$ cat config.mk
export PLATFORM = sky130hd
export DESIGN_NAME = multicycle_adder_flat
export DESIGN_NICKNAME = d
export VERILOG_FILES = /design/src/rtl/multicycle_adder_if.sv /design/src/rtl/multicycle_adder.sv /design/src/flat_wrapper.sv
export SDC_FILE = /design/constraint.sdc
export NUM_CORES = 1
export LEC_CHECK = 0
export BUFFER_PORTS_ARGS = -buffer_cell sky130_fd_sc_hd__buf_2
export CAP_MARGIN = 5
export CORE_MARGIN = 3
export CORE_UTILIZATION = 47
export DETAILED_ROUTE_END_ITERATION = 6
export PLACE_DENSITY = 0.74
export SLEW_MARGIN = 5
export SYNTH_ARGS = -nofsm -noshare
export SYNTH_HDL_FRONTEND = slang
export SYNTH_SLANG_ARGS = --single-unit
export TNS_END_PERCENT = 5
$ cat constraint.sdc
create_clock -name clk -period 2.39 [get_ports clk]
set_input_delay 0 -clock clk [delete_from_list [all_inputs] [get_ports clk]]
set_output_delay 0 -clock clk [all_outputs]
set_load 0.02 [all_outputs]
$ cat src/rtl/multicycle_adder_if.sv
// Start/busy/done handshake and operand/result bus for the multi-cycle adder.
// The master issues operations and the slave (the adder) returns results.
interface multicycle_adder_if #(
    parameter int WIDTH = 16
);
    logic             start;
    logic [WIDTH-1:0] a;
    logic [WIDTH-1:0] b;
    logic             carry_in;
    logic             busy;
    logic             done;
    logic [WIDTH-1:0] sum;
    logic             overflow;

    modport master (
        output start, a, b, carry_in,
        input  busy, done, sum, overflow
    );

    modport slave (
        input  start, a, b, carry_in,
        output busy, done, sum, overflow
    );
endinterface

$ cat src/rtl/multicycle_adder.sv
// WIDTH-bit unsigned adder that reuses one 4-bit slice, LSB nibble first,
// with the carry registered between slices; start/busy/done handshake.

module adder_4bit (
    input  logic [3:0] a,
    input  logic [3:0] b,
    input  logic       carry_in,
    output logic [3:0] sum,
    output logic       overflow
);
    assign {overflow, sum} = {1'b0, a} + {1'b0, b} + {4'b0000, carry_in};
endmodule

module multicycle_adder #(
    parameter int WIDTH = 16  // multiple of 4, at least 8
) (
    input  logic               clk,
    input  logic               rst,
    multicycle_adder_if.slave  bus
);
    localparam int NSLICE = WIDTH / 4;
    localparam int IDXW   = (NSLICE > 1) ? $clog2(NSLICE) : 1;
    localparam logic [IDXW-1:0] LAST_IDX = IDXW'(NSLICE - 1);

    typedef enum logic [1:0] {
        ST_IDLE = 2'b00,
        ST_RUN  = 2'b01,
        ST_DONE = 2'b10
    } state_t;

    state_t           state_r;
    state_t           state_next_s;
    logic [WIDTH-1:0] a_r;
    logic [WIDTH-1:0] b_r;
    logic             cin_r;
    logic             carry_r;
    logic [IDXW-1:0]  idx_r;
    logic [WIDTH-1:0] sum_r;
    logic             overflow_r;
    logic             busy_r;
    logic             done_r;

    logic             last_slice_s;
    logic [3:0]       slice_a_s;
    logic [3:0]       slice_b_s;
    logic             slice_cin_s;
    logic [3:0]       slice_sum_s;
    logic             slice_ovf_s;

    adder_4bit u_slice (
        .a        (slice_a_s),
        .b        (slice_b_s),
        .carry_in (slice_cin_s),
        .sum      (slice_sum_s),
        .overflow (slice_ovf_s)
    );

    // Select the current operand nibbles and the carry feeding this slice
    always_comb begin
        slice_a_s    = a_r[{idx_r, 2'b00} +: 4];
        slice_b_s    = b_r[{idx_r, 2'b00} +: 4];
        last_slice_s = (idx_r == LAST_IDX);
        if (idx_r == {IDXW{1'b0}}) begin
            slice_cin_s = cin_r;
        end else begin
            slice_cin_s = carry_r;
        end
    end

    // State register
    always_ff @(posedge clk) begin
        if (rst) begin
            state_r <= ST_IDLE;
        end else begin
            state_r <= state_next_s;
        end
    end

    // Next-state logic: IDLE -> RUN for NSLICE passes -> DONE for one cycle
    always_comb begin
        state_next_s = state_r;
        case (state_r)
            ST_IDLE: begin
                if (bus.start) begin
                    state_next_s = ST_RUN;
                end else begin
                    state_next_s = ST_IDLE;
                end
            end
            ST_RUN: begin
                if (last_slice_s) begin
                    state_next_s = ST_DONE;
                end else begin
                    state_next_s = ST_RUN;
                end
            end
            ST_DONE: state_next_s = ST_IDLE;
            default: state_next_s = ST_IDLE;
        endcase
    end

    // Operand capture, slice-by-slice accumulation and registered status
    always_ff @(posedge clk) begin
        if (rst) begin
            a_r        <= {WIDTH{1'b0}};
            b_r        <= {WIDTH{1'b0}};
            cin_r      <= 1'b0;
            carry_r    <= 1'b0;
            idx_r      <= {IDXW{1'b0}};
            sum_r      <= {WIDTH{1'b0}};
            overflow_r <= 1'b0;
            busy_r     <= 1'b0;
            done_r     <= 1'b0;
        end else begin
            case (state_r)
                ST_IDLE: begin
                    if (bus.start) begin
                        a_r     <= bus.a;
                        b_r     <= bus.b;
                        cin_r   <= bus.carry_in;
                        carry_r <= 1'b0;
                        idx_r   <= {IDXW{1'b0}};
                    end
                end
                ST_RUN: begin
                    sum_r[{idx_r, 2'b00} +: 4] <= slice_sum_s;
                    carry_r <= slice_ovf_s;
                    idx_r   <= idx_r + IDXW'(1);
                    // Only the MSB slice's carry is the unsigned overflow
                    if (last_slice_s) begin
                        overflow_r <= slice_ovf_s;
                    end
                end
                default: begin
                end
            endcase
            busy_r <= (state_next_s == ST_RUN);
            done_r <= (state_next_s == ST_DONE);
        end
    end

    assign bus.busy     = busy_r;
    assign bus.done     = done_r;
    assign bus.sum      = sum_r;
    assign bus.overflow = overflow_r;
endmodule
$ cat src/flat_wrapper.sv
// flat-port wrapper written by rule: the top's interface ports become plain ports
module multicycle_adder_flat 
#(
    parameter int WIDTH = 16                              
)
  (clk, rst, bus_start, bus_a, bus_b, bus_carry_in, bus_busy, bus_done, bus_sum, bus_overflow);
  multicycle_adder_if #(.WIDTH(WIDTH)) bus_i ();
  input  logic clk;
  input  logic rst;
  input wire logic [$bits(bus_i.start)-1:0] bus_start;
  input wire logic [$bits(bus_i.a)-1:0] bus_a;
  input wire logic [$bits(bus_i.b)-1:0] bus_b;
  input wire logic [$bits(bus_i.carry_in)-1:0] bus_carry_in;
  output wire logic [$bits(bus_i.busy)-1:0] bus_busy;
  output wire logic [$bits(bus_i.done)-1:0] bus_done;
  output wire logic [$bits(bus_i.sum)-1:0] bus_sum;
  output wire logic [$bits(bus_i.overflow)-1:0] bus_overflow;
  assign bus_i.start = bus_start;
  assign bus_i.a = bus_a;
  assign bus_i.b = bus_b;
  assign bus_i.carry_in = bus_carry_in;
  assign bus_busy = bus_i.busy;
  assign bus_done = bus_i.done;
  assign bus_sum = bus_i.sum;
  assign bus_overflow = bus_i.overflow;
  multicycle_adder #(.WIDTH(WIDTH)) u_core (.clk(clk), .rst(rst), .bus(bus_i));
endmodule
==> results.md, run 1 <==
- CP cell instances: buf_4 > mux4_2 > inv_1 > fa_1 > fa_2 > inv_1 > a22oi_1 > nor2_1
- Unrepaired setup endpoints after global routing: no
- Clock-pin slew on the worst setup and hold paths: 0.06 ns
- Area grow syn2layout: 34.9%
- Layout fillers: 399
- Die W: 78.4 um
- Routed Antenna Nets: 0
- Hold crit path type: input pin to flip-flop
- Max Root-Sink Buffers: 2
- Leakage: 1.42 nW
- Wirelength, routed: 5800 um
- Area of the multi-input gates: 1240 um2
- Slew at the pin closest to its max-slew limit: 0.985 ns
- Seq/Total Area, Yosys: 46.3%
- Fmax: 441 MHz
- Synth Area in XOR/XNOR: 0.711%
- Overflow after GRT: 0
- Setup Viol. Count Final: 0
- GP Congestion: 0.766
- Reg2reg path depth: 8
- Initial antenna violation count: 0
- Worst flop-to-flop path startpoint: u_core.idx_r[1]
- Routed wire length on met3: 320 um
- CTS sink count: 57
- Final hold vios: 0
- Mapped Area: 2460 um2
- Worst path depth: 8
- Final critical-path required period: 2.27 ns
- Antenna diodes: 0
- Wire per inst: 13.4 um
- Status: finished, final reports clean
- Power Density: 620 nW/um2
- Hpwl dp: 3680 um
- YS warnings: 0
- Vias in the first global route: 2208
- Remaining DRCs: 0
- Design Area, Final: 3330 um2
- Site Rows: 25
- End point of the critical path: u_core.bus.sum[9]
- Metal2 WL: 2940 um
- Global-route wire length before repair: 9800 um
- DR pass1 iterations: 4
- Final core occ: 68.2%
- Crit. Startpoint: u_core.idx_r[1]
- CTS tree: done
- Clock Latency Late Sink: 0.34 ns
- Via density: 5.02
- Chip height: 78.4 um
- Commonest non-fill, non-tap cell in the layout: nand2_1
- Final net count: 407
- Fraction of layout cells with a size suffix above 1: 26.8%
- H-Tree Depth: 3
- Largest family of logic cells by synthesized area: simple AND/OR/NAND/NOR gates
- Fraction of the mapped netlist area in simple logic gates: 21.1%
- Clk root buf: clkbuf_8
- Vias after detailed routing: 2167
- Cells after synthesis: 269
- Top Ports: 55
- End of the worst register-to-register path: u_core.bus.sum[9]
- Port bufs: 54
- Yosys reg bits: 57
- Mux share of post-synthesis cell area: 7.72%
- Top routing layer in use: met4
- Most frequent CP cell: inv_1
- Slowest cell delay on critical path: 0.54 ns
- Arrival @ worst endpoint: 2.45 ns
- Initial drt markers: 65
- Adder-cell share of the synthesized area: 6.19%
- M1 wire length: 2420 um
- Core ar.: 4880 um2
- Net count after synthesis: 316
- WS Path Type: flip-flop to flip-flop
- Synth cell types: 30
- Slew Viols, Final: 0
- Most frequent cells in the layout: nand2_1 (70), dfxtp_1 (55), buf_2 (54)
- Final Cycle Share: 94.8%
- Post-synthesis compound-gate area fraction: 13.7%
- CP endpoint kind: flip-flop
- Cell area after placement: 2810 um2
- Final Skew: 0.00786 ns
- Initial Util: 50.5%
- Max cap viols: 0
- Worst Path Max Fanout: 5
- Post-synthesis average cell area: 9.16 um2
- Largest net degree at the start of global routing: 58
- Area occupied by registers: 1150 um2
- Crit-path slowest cell: fa_2
- Die area: 6150 um2
- Total Routing Usage GR: 20.9%
- Critical Path RT: 2.57 ns
- Crit path buf inv count: 3
- Worst path top cell family by delay: adder cells
- TritonCTS Buffers: 9
- Startpoint Class: flip-flop
- Reg2reg setup slack: 0.12 ns
- Maximum vdd drop: 401 uV
- Max_slew headroom: 34.4%
==> worst min-delay path: stages <==
cell and delay, ns:
buf_2 0.10, o21bai_1 0.15, a211oi_1 0.18
==> per-layer routing <==
| layer | up-vias | track usage (%) |
|---|---|---|
| li1 | 1089 | - |
| met1 | 1007 | 22.6 |
| met2 | 58 | 35.9 |
| met3 | 13 | 8.94 |
| met4 | 0 | 8.57 |
| met5 | - | 0 |
==> logic make-up (layout without fill, tap and decap cells) <==
| group | count (synthesis) | in the layout |
|---|---|---|
| flops | 57 | 57 |
| compound gates | 57 | 57 |
| mux | 9 | 9 |
| fa+ha+maj | 11 | 11 |
| xor+xnor | 2 | 2 |
| buf+inv | 24 | 120 |
| simple gates | 109 | 109 |
==> flip-flops by register name, summed over array words and instances (netlist names) <==
signal	count
u_core.a_r	16
u_core.b_r	16
u_core.bus.sum	16
u_core.idx_r	2
u_core.state_r	2
u_core.bus.busy	1
u_core.bus.done	1
u_core.bus.overflow	1
u_core.carry_r	1
u_core.cin_r	1
==> cell usage after synthesis <==
cell,n,share of area (%)
o21bai_1,1,0.30
nor4_4,1,0.86
nor3_1,1,0.20
nand2b_1,2,0.51
o21ai_0,1,0.20
fa_1,2,1.6
xor2_1,1,0.36
nand3_1,1,0.20
nand2_4,2,0.91
a21oi_1,35,7.1
a22oi_1,18,5.5
nand2_1,70,11
and2b_1,1,0.30
dfxtp_1,57,46
buf_1,2,0.30
mux4_2,8,7.3
mux2i_1,1,0.41
nor2_1,25,3.8
buf_2,3,0.61
ha_1,9,4.6
nor4b_4,3,2.9
nor2b_1,1,0.25
buf_4,1,0.30
inv_1,8,1.2
xnor2_1,1,0.36
clkbuf_1,9,1.4
buf_6,1,0.46
and2_1,1,0.25
nand2_2,1,0.25
a211oi_1,2,0.61
==> worst min path at each step <==
stage | end | slack, ns | depth (start not counted) | from
floorplan | u_core.a_r[0] | 0.14 | 2 | bus_a[0]
global placement | u_core.b_r[11] | 0.24 | 3 | bus_b[11]
detailed placement | u_core.a_r[10] | 0.25 | 3 | bus_a[10]
CTS | u_core.bus.busy | 0.15 | 3 | bus_start
global route | u_core.idx_r[1] | 0.20 | 4 | bus_start
finish | u_core.bus.busy | 0.14 | 3 | bus_start
==> final cells by class <==
class	count	share of cell area, %
multi-input combinational	188	37.4
sequential	57	34.5
timing repair buffer	96	20.1
clock buffer	12	4.06
tap	67	2.52
inverter	8	0.903
clock inverter	4	0.602
==> through the flow <==
step	std cells	setup TNS [ns]	setup slack [ns]	power [mW]	hold slack, ns
floorplan	269	0	0.0569	1.22	0.136
global placement	383	-0.267	-0.0722	1.30	0.242
detailed placement	383	-0.637	-0.138	1.31	0.248
CTS	432	-0.345	-0.0979	2.08	0.145
global route	432	0	0.0209	2.17	0.202
finish	432	0	0.125	2.06	0.144
==> repair_timing <==
item	CTS	global route
setup endpoints to repair	8	11
hold buffers	33	0
hold endpoints to repair	33	0
setup buffers	0	0
resized for setup	2	5
gates cloned	0	0
==> power by group <==
group          leakage [nW]  total [mW]  internal (mW)  switching, mW
Sequential            0.466        1.01          0.990         0.0248
Clock                0.0839       0.725          0.369          0.356
Combinational         0.872       0.324          0.153          0.171
Total                  1.42        2.06           1.51          0.552
(Power assumes the default switching activity.)
==> run 2, diff against run 1 <==
- CORE_MARGIN: 3 -> 2
- CORE_UTILIZATION: 47 -> 48
- PLACE_DENSITY: 0.74 -> 0.75
==> run 2 against run 1 <==
Net effect: fmax up 0.30%; sequential power barely moved; register-to-register slack hardly changed; combinational power hardly changed; via count up 0.60%; clock skew decreased by 0.0032 ns; flip-flop and latch count is the same; worst hold slack lost 0.023 ns; sequential share of layout area shrank 0.79 points; final area increased by 2.3%; critical endpoint is now u_core.bus.overflow.
==> results.md, run 2 (same netlist as run 1, synthesis figures left out) <==
- Vias in the first global route: 2167 (-1.9%)
- Crit-path slowest cell: fa_1
- Final net count: 409 (+0.49%)
- Layout fillers: 399 (unchanged)
- Hpwl dp: 3780 um (+2.8%)
- TritonCTS Buffers: 9 (unchanged)
- Minimum hold slack: 0.121 ns (-0.0231 ns)
- Total Power: 2.28 mW (+10%)
- Leakage: 1.46 nW (+2.6%)
- CTS sink count: 57 (unchanged)
- Most frequent cells in the layout: nand2_1 (70), dfxtp_1 (55), buf_2 (54)
- Clock power share: 41.2% (+6.1 points)
- Origin of the worst min-delay path: bus_start
- Die W: 75.7 um (-3.5%)
- Commonest non-fill, non-tap cell in the layout: nand2_1
- Worst flop-to-flop path startpoint: u_core.idx_r[1]
- Crit. Startpoint: u_core.idx_r[1]
- Global-route wire length before repair: 9710 um (-0.98%)
- Top routing layer in use: met4
- Reg power frac: 44.6% (-4.6 points)
- Post-Layout Cell Count: 436 (+0.93%)
- Final critical-path required period: 2.26 ns (-0.00681 ns)
- Die area: 5720 um2 (-6.9%)
- Worst path depth: 10 (+2)
- Area grow syn2layout: 38.1%
- Int Pwr: 1.73 mW (+15%)
- Final Cycle Share: 94.5% (-0.28 points)
- CP cell instances: buf_4 > mux4_2 > inv_1 > fa_1 > fa_2 > nor2b_1 > o21ai_0 > nand2b_1 > nand3_1 > a21oi_2
- CP endpoint kind: flip-flop
- Chip height: 75.7 um (-3.5%)
- Clock-pin slew on the worst setup and hold paths: 0.06 ns (about the same)
- Net switching power: 0.544 mW (-1.4%)
- Fraction of layout cells with a size suffix above 1: 27.9% (+1.0 points)
- Crit path buf inv count: 2 (-1)
- Wirelength, routed: 5800 um (unchanged)
- Port bufs: 54 (unchanged)
- Initial Util: 48.9% (-1.6 points)
- DR pass1 iterations: 4 (unchanged)
- Final Skew: 0.00471 ns (-0.00315 ns)
- Via density: 5.00 (-0.32%)
- Vias after detailed routing: 2180 (+0.60%)
- Arrival @ worst endpoint: 2.52 ns (+0.07 ns)
- Final hold vios: 0 (unchanged)
- Initial drt markers: 111 (+71%)
- Worst Path Max Fanout: 8 (+3)
- Routed Antenna Nets: 0 (unchanged)
- Top Ports: 55 (unchanged)
- Remaining DRCs: 0 (unchanged)
- H-Tree Depth: 3 (unchanged)
- Largest net degree at the start of global routing: 46 (-21%)
- Startpoint Class: flip-flop
- Status: finished, final reports clean
- Wire per inst: 13.3 um (-0.92%)
- Critical Path RT: 2.65 ns (+0.08 ns)
- Antenna diodes: 0 (unchanged)
- Overflow after GRT: 0 (unchanged)
- Metal2 WL: 3060 um (+4.1%)
- GP Congestion: 0.794 (+3.8%)
- Slew at the pin closest to its max-slew limit: 0.814 ns (-0.171 ns)
- Initial antenna violation count: 0 (unchanged)
- Slowest cell delay on critical path: 0.46 ns (-0.08 ns)
- Reg2reg path depth: 10 (+2)
- Clock Latency Late Sink: 0.33 ns (about the same)
- Setup Viol. Count Final: 0 (unchanged)
- Max_slew headroom: 45.8% (+11 points)
- Power Density: 669 nW/um2 (+7.8%)
- Switching part of the total: 23.9% (-2.8 points)
- Gate power share: 14.2% (-1.5 points)
- Max Root-Sink Buffers: 2 (unchanged)
- Hold crit path type: input pin to flip-flop
- Max cap viols: 0 (unchanged)
- Site Rows: 26 (+4.0%)
- Final core occ: 67.5% (-0.66 points)
- M1 wire length: 2320 um (-4.0%)
- Hold path depth: 4 (+1)
- WS Path Type: flip-flop to flip-flop
- DP Cell Count: 388 (+1.3%)
- Core ar.: 5040 um2 (+3.3%)
- Post-Route Setup TNS: 0 ns (unchanged)
- Total Routing Usage GR: 23.3% (+2.4 points)
- Slew Viols, Final: 0 (unchanged)
- Maximum vdd drop: 455 uV (+14%)
- CTS tree: done
- Clk root buf: clkbuf_8
- Routed wire length on met3: 343 um (+7.2%)
- Fmax: 443 MHz (+0.30%)
- Worst path top cell family by delay: adder cells
==> run 2: cell types whose count changed in the layout (fill, tap and decap cells not counted), sizes merged <==
cell    change
buf         +2
bufinv      +1
clkinv      -3
clkbuf      +1
==> run 2: power by group through the flow <==
stage | clock network, mW | registers (mW) | logic (mW)
detailed placement | 0 | 1.04 | 0.273
global placement | 0 | 1.03 | 0.268
finish | 0.937 | 1.02 | 0.323
CTS | 0.958 | 1.02 | 0.319
global route | 1.01 | 1.02 | 0.360
floorplan | 0 | 1.03 | 0.188
==> run 2: worst paths after layout <==
check                              to  slack (ns)
setup / recovery  u_core.bus.overflow        0.13
hold / removal        u_core.idx_r[0]        0.12
setup reg to reg  u_core.bus.overflow        0.13
hold reg to reg         u_core.b_r[8]        0.45
==> run 2: metrics by stage <==
| stage | worst slack (ns) | instance area [um2] |
|---|---|---|
| 5_1_grt | -0.0313 | 3400 |
| 4_1_cts | 0.0480 | 3390 |
| 6_report | 0.132 | 3400 |
| 3_3_place_gp | -0.100 | 2830 |
| 2_1_floorplan | 0.0569 | 2470 |
| 3_5_place_dp | -0.121 | 2830 |
==> run 2: metal layers <==
layer	up-vias	global-route usage (%)
met5	-	0
met4	0	7.02
met3	8	9.79
met2	63	40.9
met1	1013	25.6
li1	1096	-
==> run 2: worst reg2reg max path, delay by kind of cell (launching register included) <==
kind,cells,cell delay [ns]
multiplexers,1,0.18
adder cells (fa/ha/maj),2,0.85
flip-flops,1,0.36
AND/OR/NAND/NOR,3,0.33
buffers and inverters,2,0.23
AO/OA/AOI/OAI,2,0.23
==> run 2: area by class of cell <==
cell class / instances / area [um2] / share of cell area (%)
well taps: 70 / 87.6 / 2.57
clock inverters: 2 / 35.0 / 1.03
multi-input cells: 188 / 1240 / 36.5
clock buffers: 13 / 179 / 5.26
repair buffers: 98 / 683 / 20.1
flip-flops and latches: 57 / 1150 / 33.7
inverters: 8 / 30.0 / 0.882
==> run 2: timing repair <==
item                       CTS  global route
hold endpoints to repair    33             0
resized for setup            2             5
pin swaps                    0             0
setup buffers                0             0
hold buffers                33             0
setup endpoints to repair    9            12
